--- src/rtl/spi_ctrl_pkg.sv ---
// Shared types and constants for the SPI master controller.
// order_bit() maps a shift position onto a word index for either bit order.
package spi_ctrl_pkg;

  localparam int SPI_DATA_W = 8;
  localparam int SPI_NUM_SS = 4;
  localparam int SPI_EDGES  = 16;

  typedef enum logic [1:0] {
    ST_IDLE  = 2'd0,
    ST_SETUP = 2'd1,
    ST_XFER  = 2'd2,
    ST_HOLD  = 2'd3
  } state_t;

  // Bit k of the shift order: k=0 is the first bit on the wire.
  function automatic logic order_bit(input logic [SPI_DATA_W-1:0] word,
                                     input logic [2:0] k,
                                     input logic lsb_first);
    return lsb_first ? word[k] : word[3'd7 - k];
  endfunction

endpackage

--- src/rtl/spi_clk_gen.sv ---
// Half-period timer: emits a one-cycle tick every clk_div+1 enabled cycles.
// The 8-bit counter only wraps on terminal count, so clk_div=255 gives H=256.
module spi_clk_gen (
  input  logic       pclk,
  input  logic       n_p_reset,
  input  logic       enable,
  input  logic [7:0] clk_div,
  output logic       tick
);

  logic [7:0] cnt_reg;

  always_ff @(posedge pclk or negedge n_p_reset) begin
    if (!n_p_reset) begin
      cnt_reg <= 8'd0;
    end else if (!enable || (cnt_reg == clk_div)) begin
      cnt_reg <= 8'd0;
    end else begin
      cnt_reg <= cnt_reg + 8'd1;
    end
  end

  assign tick = enable && (cnt_reg == clk_div);

endmodule

--- src/rtl/spi_master_ctrl.sv ---
// Single-word SPI master: SETUP (H cycles), XFER (16 SCLK edges, H apart),
// HOLD (H cycles), then a one-cycle done pulse with the received word.
module spi_master_ctrl
  import spi_ctrl_pkg::*;
(
  input  logic                  pclk,
  input  logic                  n_p_reset,
  input  logic                  start,
  input  logic                  abort,
  input  logic [SPI_DATA_W-1:0] tx_data,
  input  logic [1:0]            ss_sel,
  input  logic                  cpol,
  input  logic                  cpha,
  input  logic                  lsb_first,
  input  logic [7:0]            clk_div,
  output logic                  busy,
  output logic                  done,
  output logic [SPI_DATA_W-1:0] rx_data,
  input  logic                  mi,
  output logic                  mo,
  output logic                  n_mo_en,
  output logic                  sclk_out,
  output logic                  n_sclk_en,
  output logic [SPI_NUM_SS-1:0] n_ss_out,
  output logic                  n_ss_en
);

  state_t                state_reg, state_next;
  logic [SPI_DATA_W-1:0] tx_lat, rx_sr, rx_data_reg;
  logic [1:0]            ss_lat;
  logic                  cpol_lat, cpha_lat, lsb_lat;
  logic [7:0]            div_lat;
  logic [4:0]            edge_cnt_reg, new_edge;
  logic                  sclk_reg, mo_reg, done_reg;
  logic                  tick, accept, all_edges, active;

  assign active    = (state_reg != ST_IDLE);
  assign accept    = (state_reg == ST_IDLE) && start && !abort;
  assign new_edge  = edge_cnt_reg + 5'd1;
  assign all_edges = (edge_cnt_reg == 5'(SPI_EDGES));

  spi_clk_gen u_clk_gen (
    .pclk      (pclk),
    .n_p_reset (n_p_reset),
    .enable    (active),
    .clk_div   (div_lat),
    .tick      (tick)
  );

  always_ff @(posedge pclk or negedge n_p_reset) begin
    if (!n_p_reset) state_reg <= ST_IDLE;
    else            state_reg <= state_next;
  end

  always_comb begin
    state_next = state_reg;
    case (state_reg)
      ST_IDLE:  if (accept) state_next = ST_SETUP;
      ST_SETUP: if (abort) state_next = ST_IDLE;
                else if (tick) state_next = ST_XFER;
      ST_XFER:  if (abort) state_next = ST_IDLE;
                else if (tick && all_edges) state_next = ST_HOLD;
      ST_HOLD:  if (abort || tick) state_next = ST_IDLE;
      default:  state_next = ST_IDLE;
    endcase
  end

  // Edge k (1-based) is leading when odd; the edge that shifts mo is the
  // trailing one for cpha=0 and the leading one for cpha=1.
  always_ff @(posedge pclk or negedge n_p_reset) begin
    if (!n_p_reset) begin
      tx_lat       <= '0;
      ss_lat       <= 2'd0;
      cpol_lat     <= 1'b0;
      cpha_lat     <= 1'b0;
      lsb_lat      <= 1'b0;
      div_lat      <= 8'd0;
      edge_cnt_reg <= 5'd0;
      sclk_reg     <= 1'b0;
      mo_reg       <= 1'b0;
      rx_sr        <= '0;
      rx_data_reg  <= '0;
      done_reg     <= 1'b0;
    end else begin
      done_reg <= 1'b0;
      if (accept) begin
        tx_lat       <= tx_data;
        ss_lat       <= ss_sel;
        cpol_lat     <= cpol;
        cpha_lat     <= cpha;
        lsb_lat      <= lsb_first;
        div_lat      <= clk_div;
        edge_cnt_reg <= 5'd0;
        sclk_reg     <= cpol;
        rx_sr        <= '0;
        mo_reg       <= cpha ? 1'b0 : order_bit(tx_data, 3'd0, lsb_first);
      end else if (!abort && tick) begin
        if ((state_reg == ST_SETUP) || ((state_reg == ST_XFER) && !all_edges)) begin
          sclk_reg     <= ~sclk_reg;
          edge_cnt_reg <= new_edge;
          if (new_edge[0] == cpha_lat) begin
            if (new_edge != 5'(SPI_EDGES))
              mo_reg <= order_bit(tx_lat, new_edge[3:1], lsb_lat);
          end else begin
            rx_sr <= lsb_lat ? {mi, rx_sr[SPI_DATA_W-1:1]}
                             : {rx_sr[SPI_DATA_W-2:0], mi};
          end
        end else if (state_reg == ST_HOLD) begin
          done_reg    <= 1'b1;
          rx_data_reg <= rx_sr;
        end
      end
    end
  end

  always_comb begin
    busy      = active;
    n_ss_en   = ~active;
    n_sclk_en = ~active;
    n_mo_en   = ~active;
    mo        = active & mo_reg;
    sclk_out  = active ? sclk_reg : cpol_lat;
    done      = done_reg;
    rx_data   = rx_data_reg;
  end

  for (genvar gi = 0; gi < SPI_NUM_SS; gi++) begin : g_ss
    assign n_ss_out[gi] = ~(active && (ss_lat == 2'(gi)));
  end

endmodule

--- config.mk ---
export PLATFORM = sky130hd
export DESIGN_NAME = spi_master_ctrl
export DESIGN_NICKNAME = d
export VERILOG_FILES = /design/src/rtl/spi_ctrl_pkg.sv /design/src/rtl/spi_clk_gen.sv /design/src/rtl/spi_master_ctrl.sv
export SDC_FILE = /design/constraint.sdc
export NUM_CORES = 1
export LEC_CHECK = 0
export ABC_AREA = 1
export BUFFER_PORTS_ARGS = -buffer_cell sky130_fd_sc_hd__buf_2
export CAP_MARGIN = 20
export CORE_MARGIN = 2
export CORE_UTILIZATION = 60
export DETAILED_ROUTE_END_ITERATION = 7
export GPL_TIMING_DRIVEN = 0
export PLACE_DENSITY = 0.83
export SYNTH_ARGS = -nofsm -noshare
export SYNTH_HDL_FRONTEND = slang
export SYNTH_SLANG_ARGS = --single-unit
--- constraint.sdc ---
create_clock -name pclk -period 3 [get_ports pclk]
set_clock_uncertainty 0.05 [all_clocks]
set_input_delay 0.15 -clock pclk [delete_from_list [all_inputs] [get_ports pclk]]
set_output_delay 0.15 -clock pclk [all_outputs]
set_load 0.01 [all_outputs]
==> results by group, run 1 <==
Synthesis
  – Post-Synthesis Cells: about 410
  – Post-synth EDFFs: 0
  – Most common cell in the synthesized netlist: nand2_1
  – Top post-synthesis cells by area: dfrtp_1 45%, nand2_1 18%, inv_1 6.7%, o21ai_0 4.6%, nand3_1 4.2%
  – Post-synth top cells: 147 x nand2_1, 55 x dfrtp_1, 55 x inv_1, 29 x nor2_1, 28 x o21ai_0
  – Yosys warnings: 0
  – Synth Flop Type: dfrtp_1
  – Mapped Avg Cell Area: about 7.5 um^2
  – Ys async rst share: 100%
  – Post-Syn Nets: 442
  – Post-synth top area cell: dfrtp_1
  – Sequential element share of the synthesized area: between 40% and 50%
  – Cell Area, Synth: between 3000 and 4000 um^2
  – Yosys reg bits: 55
  – Area share of the largest cell type after synthesis: 44.8%
  – Yosys cell types: 32

Critical path
  – Worst Path Arrival: 2160 ps
  – CP required: ~3200 ps
  – Launch point of the worst path: edge_cnt_reg[0]
  – Worst reg-to-reg setup slack: about 1000 ps
  – CP endpoint kind: register
  – End of the worst register-to-register path: mo_reg
  – WS Path Type: register to register
  – Crit start category: register
  – Reg-to-Reg Start: edge_cnt_reg[0]
  – CP max FO: 10
  – R2r worst-path depth: 12

GRT
  – First-pass GRT wire length: between 10000 and 15000 um
  – Largest net degree at the start of global routing: 34
  – Vias in the first global route: 2685
  – Tot GR Track Use: approximately 27%
  – Antenna violations before repair: 0
  – Grt ovf: 0

Worst hold path
  – Min-delay worst type: input port to register
  – Hold Path End: div_lat[0]
  – WHS Path Cells: 3
  – Hold wc startpoint: clk_div[0]

STA
  – Worst Max-Slew Pin Slew: roughly 540 ps
  – Setup_tns: 0 ps
  – Crit path time final: approximately 2000 ps
  – Crit share post-route: between 60% and 70%
  – Slew Limit Headroom: between 60 and 70%
  – RSZ-0062 raised after global routing: no
  – Max Clock Freq: roughly 500 MHz
  – Max-slew violations: 0
  – Final Hold Vio Count: 0
  – Final setup violating endpoints: 0

Pwr
  – Sw Share: a little under half
  – Pwr Density: approximately 830 nW/um^2
  – Overall power: between 3 and 4 mW
  – NetSw: 1.35 mW
  – Lkg Pwr: ~2 nW
  – Comb power frac: roughly half
  – Clk pwr share: around 14%
  – Peak supply drop: ~0.00052 V
  – Sequential Power Share: about 38%
  – Cell Int Power: about 1.7 mW

Clock tree
  – CTS Buffer Depth: 2
  – Post-CTS Resized: 0
  – Clk slew on worst S/H paths: 100 ps
  – CTS Hold Bufs: 12
  – Clock sink count: between 50 and 60
  – TritonCTS buffer count: 5
  – CTS H-Tree Depth: 2
  – Clock Latency Late Sink: 310 ps
  – Post-CTS Setup Repair Bufs: 0
  – CTS root buf: clkbuf_8
  – CTS tree: done

Floorplanning
  – Starting density of the core: just over 60%
  – Die Height: 75.6 um
  – I/O pins: between 40 and 50
  – # rows: 26
  – DIE AREA: around 5700 um^2
  – Core ar.: roughly 5000 um^2
  – Die X: roughly 76 um

Route
  – Detailed Route Iter0 Violations: approximately 180
  – Met2 WL: between 3000 and 4000 um
  – DR pass1 iterations: 4
  – Metal3 WL: 236 um
  – Avg Vias per Cell: approximately 5.1
  – Final Routed Wirelength: 6920 um
  – Top Layer Used: met4
  – DRC errors left: 0
  – M1 WL: between 3000 and 4000 um
  – WL/cell: about 13 um
  – Number of routed nets with antenna violations: 0
  – Via count: 2802

Placed design
  – Detailed Place HPWL: between 4000 and 5000 um
  – Dpl cells: about 530
  – Area after DPL: 3400 um^2
  – Port Buffers: 44
  – Routability cong.: approximately 0.89

Final layout
  – Syn-to-layout area delta: 17.5%
  – Final std cells w/o fill: roughly 550
  – Layout cells sized above 1: between 15 and 20%
  – Number of fillers in the final layout: approximately 430
  – Final #Nets: 506
  – Diodes inserted: 0
  – Multi-input logic area: around 1400 um^2
  – Register area: approximately 1400 um^2
  – Design area: ~3600 um^2
  – Fin util: 72.1%

Run status
  – Outcome: finished clean

Flow run
  – Max Cap Viol: 0
per-layer routing:
layer / vias to the layer above / track usage, %
li1: 1398 / -
met1: 1322 / 35.0
met2: 69 / 48.4
met3: 13 / 4.10
met4: 0 / 6.82
met5: - / 0
critical path: stages, from the launching register on:
cell and delay (ps):
dfrtp_1 500, inv_1 90, ha_1 370, buf_2 240, nor2_1 70, nor2_1 100
nand2_1 70, nand3_1 90, nand2_1 60, nand2_1 50, nand3_1 70, nand3_1 80
nand2_1 50
per-stage QoR:
step | worst slack, ps | hold WS, ps
after global placement | 1080 | 299
after CTS | 1020 | 3.68
final | 1000 | 2.29
after global routing | 831 | 2.93
after floorplan | 1290 | -196
after detailed placement | 1050 | 118
power by group through the flow:
stage	clock network [mW]	registers [mW]	logic, mW
after detailed placement	0	1.14	1.43
after floorplan	0	1.10	1.10
final	0.422	1.13	1.46
after global placement	0	1.12	1.38
after global routing	0.453	1.16	1.66
after CTS	0.432	1.12	1.45
placed cells by master (no fill, tap or decap), drive strengths merged, types with 3 or more instances in the layout:
cell,count
nor3,4
a21oi,6
nor2,38
dfrtp,55
buf,53
o21ai,35
nand3,29
clkbuf,9
dlygate4sd3,12
inv,61
nand2,152
xor2,4
ha,4
xnor2,3
kinds of logic after synthesis:
kind of cell | count (synthesis) | share of synthesized area, %
xor+xnor | 7 | 2.00
compound gates | 46 | 8.84
fa+ha+maj | 4 | 1.63
buf+inv | 72 | 10.0
flops | 55 | 44.8
simple gates | 227 | 32.4
mux | 1 | 0.366
cell type report:
| type | count | share of cell area (%) |
|---|---|---|
| inverters | 60 | 6.23 |
| well taps | 70 | 2.42 |
| flip-flops and latches | 55 | 38.1 |
| plain buffers | 12 | 2.29 |
| multi-input cells | 285 | 38.4 |
| repair buffers | 57 | 9.98 |
| clock buffers | 5 | 1.91 |
| clock inverters | 3 | 0.623 |
worst max path at each step:
stage / endpoint / slack (ps)
3_3_place_gp: mo_reg / 1080
6_report: mo_reg / 1000
2_1_floorplan: mo_reg / 1290
5_1_grt: mo_reg / 830
3_5_place_dp: mo_reg / 1050
4_1_cts: mo_reg / 1020
Note: power is estimated with default switching activity, not from simulation.
==> inputs of run 2 (changes only) <==
- CORE_UTILIZATION: 60 -> 57
- PLACE_DENSITY: 0.83 -> 0.8
- clock period: 3 -> 2 ns (I/O delays scaled with it)
==> run 2 against run 1 <==
  * The flow now finishes with violations (negative hold slack)
  * Global-route usage fell by 2.8 points
  * Via count is 1.5% higher
  * Sequential cell count is the same
  * Total power increased by 61%
  * Sequential share of layout area decreased by 1.5 points
  * Hold slack lost 3.7 ps
  * Cell area rose by 4.4%
  * Largest power group unchanged
==> results by group, run 2 (same netlist as run 1, synthesis figures left out) <==
Run status
  – Outcome: complete, but fails checks
  – Failing checks: negative hold slack

STA
  – Slew Limit Headroom: 57.9% (-5.7 points)
  – Worst Max-Slew Pin Slew: 631 ps (+86.1 ps)
  – Max Clock Freq: 557 MHz (+11%)
  – Crit share post-route: 89.7% (+23 points)
  – RSZ-0062 raised after global routing: no
  – Final Hold Vio Count: 1 (+1)
  – Crit path time final: 1790 ps (-206 ps)
  – Worst hold slack: -1.41 ps (-3.70 ps)
  – Max-slew violations: 0 (unchanged)
  – Setup_tns: 0 ps (unchanged)
  – Final setup violating endpoints: 0 (unchanged)

Critical path
  – Crit start category: register
  – Critical Path Most Common Cell: nand2_1
  – Worst path slowest cell: dfrtp_2
  – WS Path Type: register to register
  – CP Buf/Inv Count: 3 (+1)
  – CP max FO: 10 (unchanged)
  – Worst reg-to-reg setup slack: 210 ps (-790 ps)
  – Cell depth of the worst setup path: 13 (+1)
  – CP endpoint kind: register
  – CP required: 2160 ps (-1000 ps)
  – Max incr delay on CP: 460 ps (-40 ps)
  – Worst Path Arrival: 1960 ps (-200 ps)
  – Worst path cell trace: inv_1 > ha_4 > clkbuf_4 > nand2_1 > inv_1 > nor2_1 > nand2_1 > nand3_1 > nand2_1 > nand2_1 > nand3_1 > nand3_1 > nand2_1
  – CP top delay family: simple AND/OR/NAND/NOR gates
  – R2r worst-path depth: 13 (+1)

Final layout
  – Final #Nets: 516 (+2.0%)
  – Layout cells sized above 1: 20.1% (+0.84 points)
  – Syn-to-layout area delta: 22.7%
  – Final std cells w/o fill: 557 (+1.8%)
  – Fin util: 73.3% (+1.2 points)
  – Diodes inserted: 0 (unchanged)
  – Number of fillers in the final layout: 415 (-2.6%)
  – Most frequent cells in the layout: 147 x nand2_1, 54 x inv_1, 53 x dfrtp_1
  – Most common cell after layout, fill and taps aside: nand2_1

Flow run
  – Max Cap Viol: 0 (unchanged)

Floorplanning
  – DIE AREA: 5990 um^2 (+5.0%)
  – Die X: 77.4 um (+2.5%)
  – Starting density of the core: 59.8% (-1.6 points)
  – Die Height: 77.4 um (+2.5%)
  – Core ar.: 5140 um^2 (+2.6%)
  – I/O pins: 45 (unchanged)
  – # rows: 26 (unchanged)

Route
  – Avg Vias per Cell: 5.11 (-0.32%)
  – Detailed Route Iter0 Violations: 142 (-22%)
  – WL/cell: 12.1 um (-4.0%)
  – Final Routed Wirelength: 6760 um (-2.2%)
  – Number of routed nets with antenna violations: 0 (unchanged)
  – DR pass1 iterations: 4 (unchanged)
  – DRC errors left: 0 (unchanged)
  – Via count: 2844 (+1.5%)

Worst hold path
  – Min-delay worst type: input port to register
  – WHS Path Cells: 3 (unchanged)

Clock tree
  – Clock sink count: 55 (unchanged)
  – CTS tree: done
  – CTS root buf: clkbuf_8
  – Clock Latency Late Sink: 310 ps (about the same)
  – CTS H-Tree Depth: 2 (unchanged)
  – CTS Buffer Depth: 2 (unchanged)
  – Clk slew on worst S/H paths: 100 ps (about the same)
  – TritonCTS buffer count: 5 (unchanged)

GRT
  – Largest net degree at the start of global routing: 30 (-12%)
  – Antenna violations before repair: 0 (unchanged)
  – First-pass GRT wire length: 12000 um (+1.3%)
  – Vias in the first global route: 2829 (+5.4%)
  – Tot GR Track Use: 24.5% (-2.8 points)
  – Grt ovf: 0 (unchanged)

Pwr
  – Pwr Density: 1280 nW/um^2 (+54%)
  – Lkg Pwr: 2.01 nW (+2.9%)
  – Peak supply drop: 0.000813 V (+57%)

Placed design
  – Dpl cells: 527 (unchanged)
  – Routability cong.: 0.918 (+3.0%)
  – Port Buffers: 44 (unchanged)
  – Detailed Place HPWL: 4840 um (-2.0%)
-- run 2: final cells by class --
| cell class | count | area [um^2] | area share, % |
|---|---|---|---|
| timing repair buffer | 67 | 455 | 12.1 |
| sequential | 55 | 1380 | 36.6 |
| inverter | 60 | 225 | 5.97 |
| clock inverter | 3 | 67.6 | 1.79 |
| clock buffer | 5 | 68.8 | 1.83 |
| multi-input combinational | 285 | 1400 | 37.2 |
| tap | 70 | 87.6 | 2.32 |
| buffer | 12 | 85.1 | 2.26 |
-- run 2: path summary, 6_finish.rpt --
check	from	to
setup reg to reg	edge_cnt_reg[1]	mo_reg
min in group asynchronous	n_p_reset	u_clk_gen.cnt_reg[7]
max in group asynchronous	n_p_reset	edge_cnt_reg[0]
hold / removal	tx_data[7]	tx_lat[7]
setup / recovery	edge_cnt_reg[1]	mo_reg
hold reg to reg	rx_sr[0]	rx_sr[0]
-- run 2: worst reg2reg max path, stage by stage (launching register included) --
cell and delay, ps:
dfrtp_2 460, inv_1 100, ha_4 210, clkbuf_4 180, nand2_1 70, inv_1 40, nor2_1 130, nand2_1 60
nand3_1 80, nand2_1 50, nand2_1 50, nand3_1 70, nand3_1 90, nand2_1 60
-- run 2: repair_timing --
item                                    CTS  global route
endpoints found under the hold margin    45             0
endpoints found under the setup margin    1             1
hold buffers                             20             0
gates resized for setup                   1             4
buffers inserted                          0             2
-- run 2: where the power goes --
group	internal, mW	leakage, nW	switching (mW)
Sequential	1.43	0.715	0.257
Clock	0.499	0.0644	0.376
Combinational	0.872	1.23	1.41
Total	2.80	2.01	2.04
-- run 2: through the flow --
stage	power (mW)	setup slack, ps	cell area [um^2]
final	4.84	206	3770
after CTS	4.76	47.4	3740
after detailed placement	3.83	-5.69	3400
after floorplan	3.29	290	3070
after global placement	3.75	39.5	3380
after global routing	5.27	4.81	3770
-- run 2: per-layer routing --
layer	global-route usage [%]	part of all wire (%)
met2	45.3	52
met4	8.04	1.7
met5	0	0
met1	29.5	42
met3	2.79	3.7
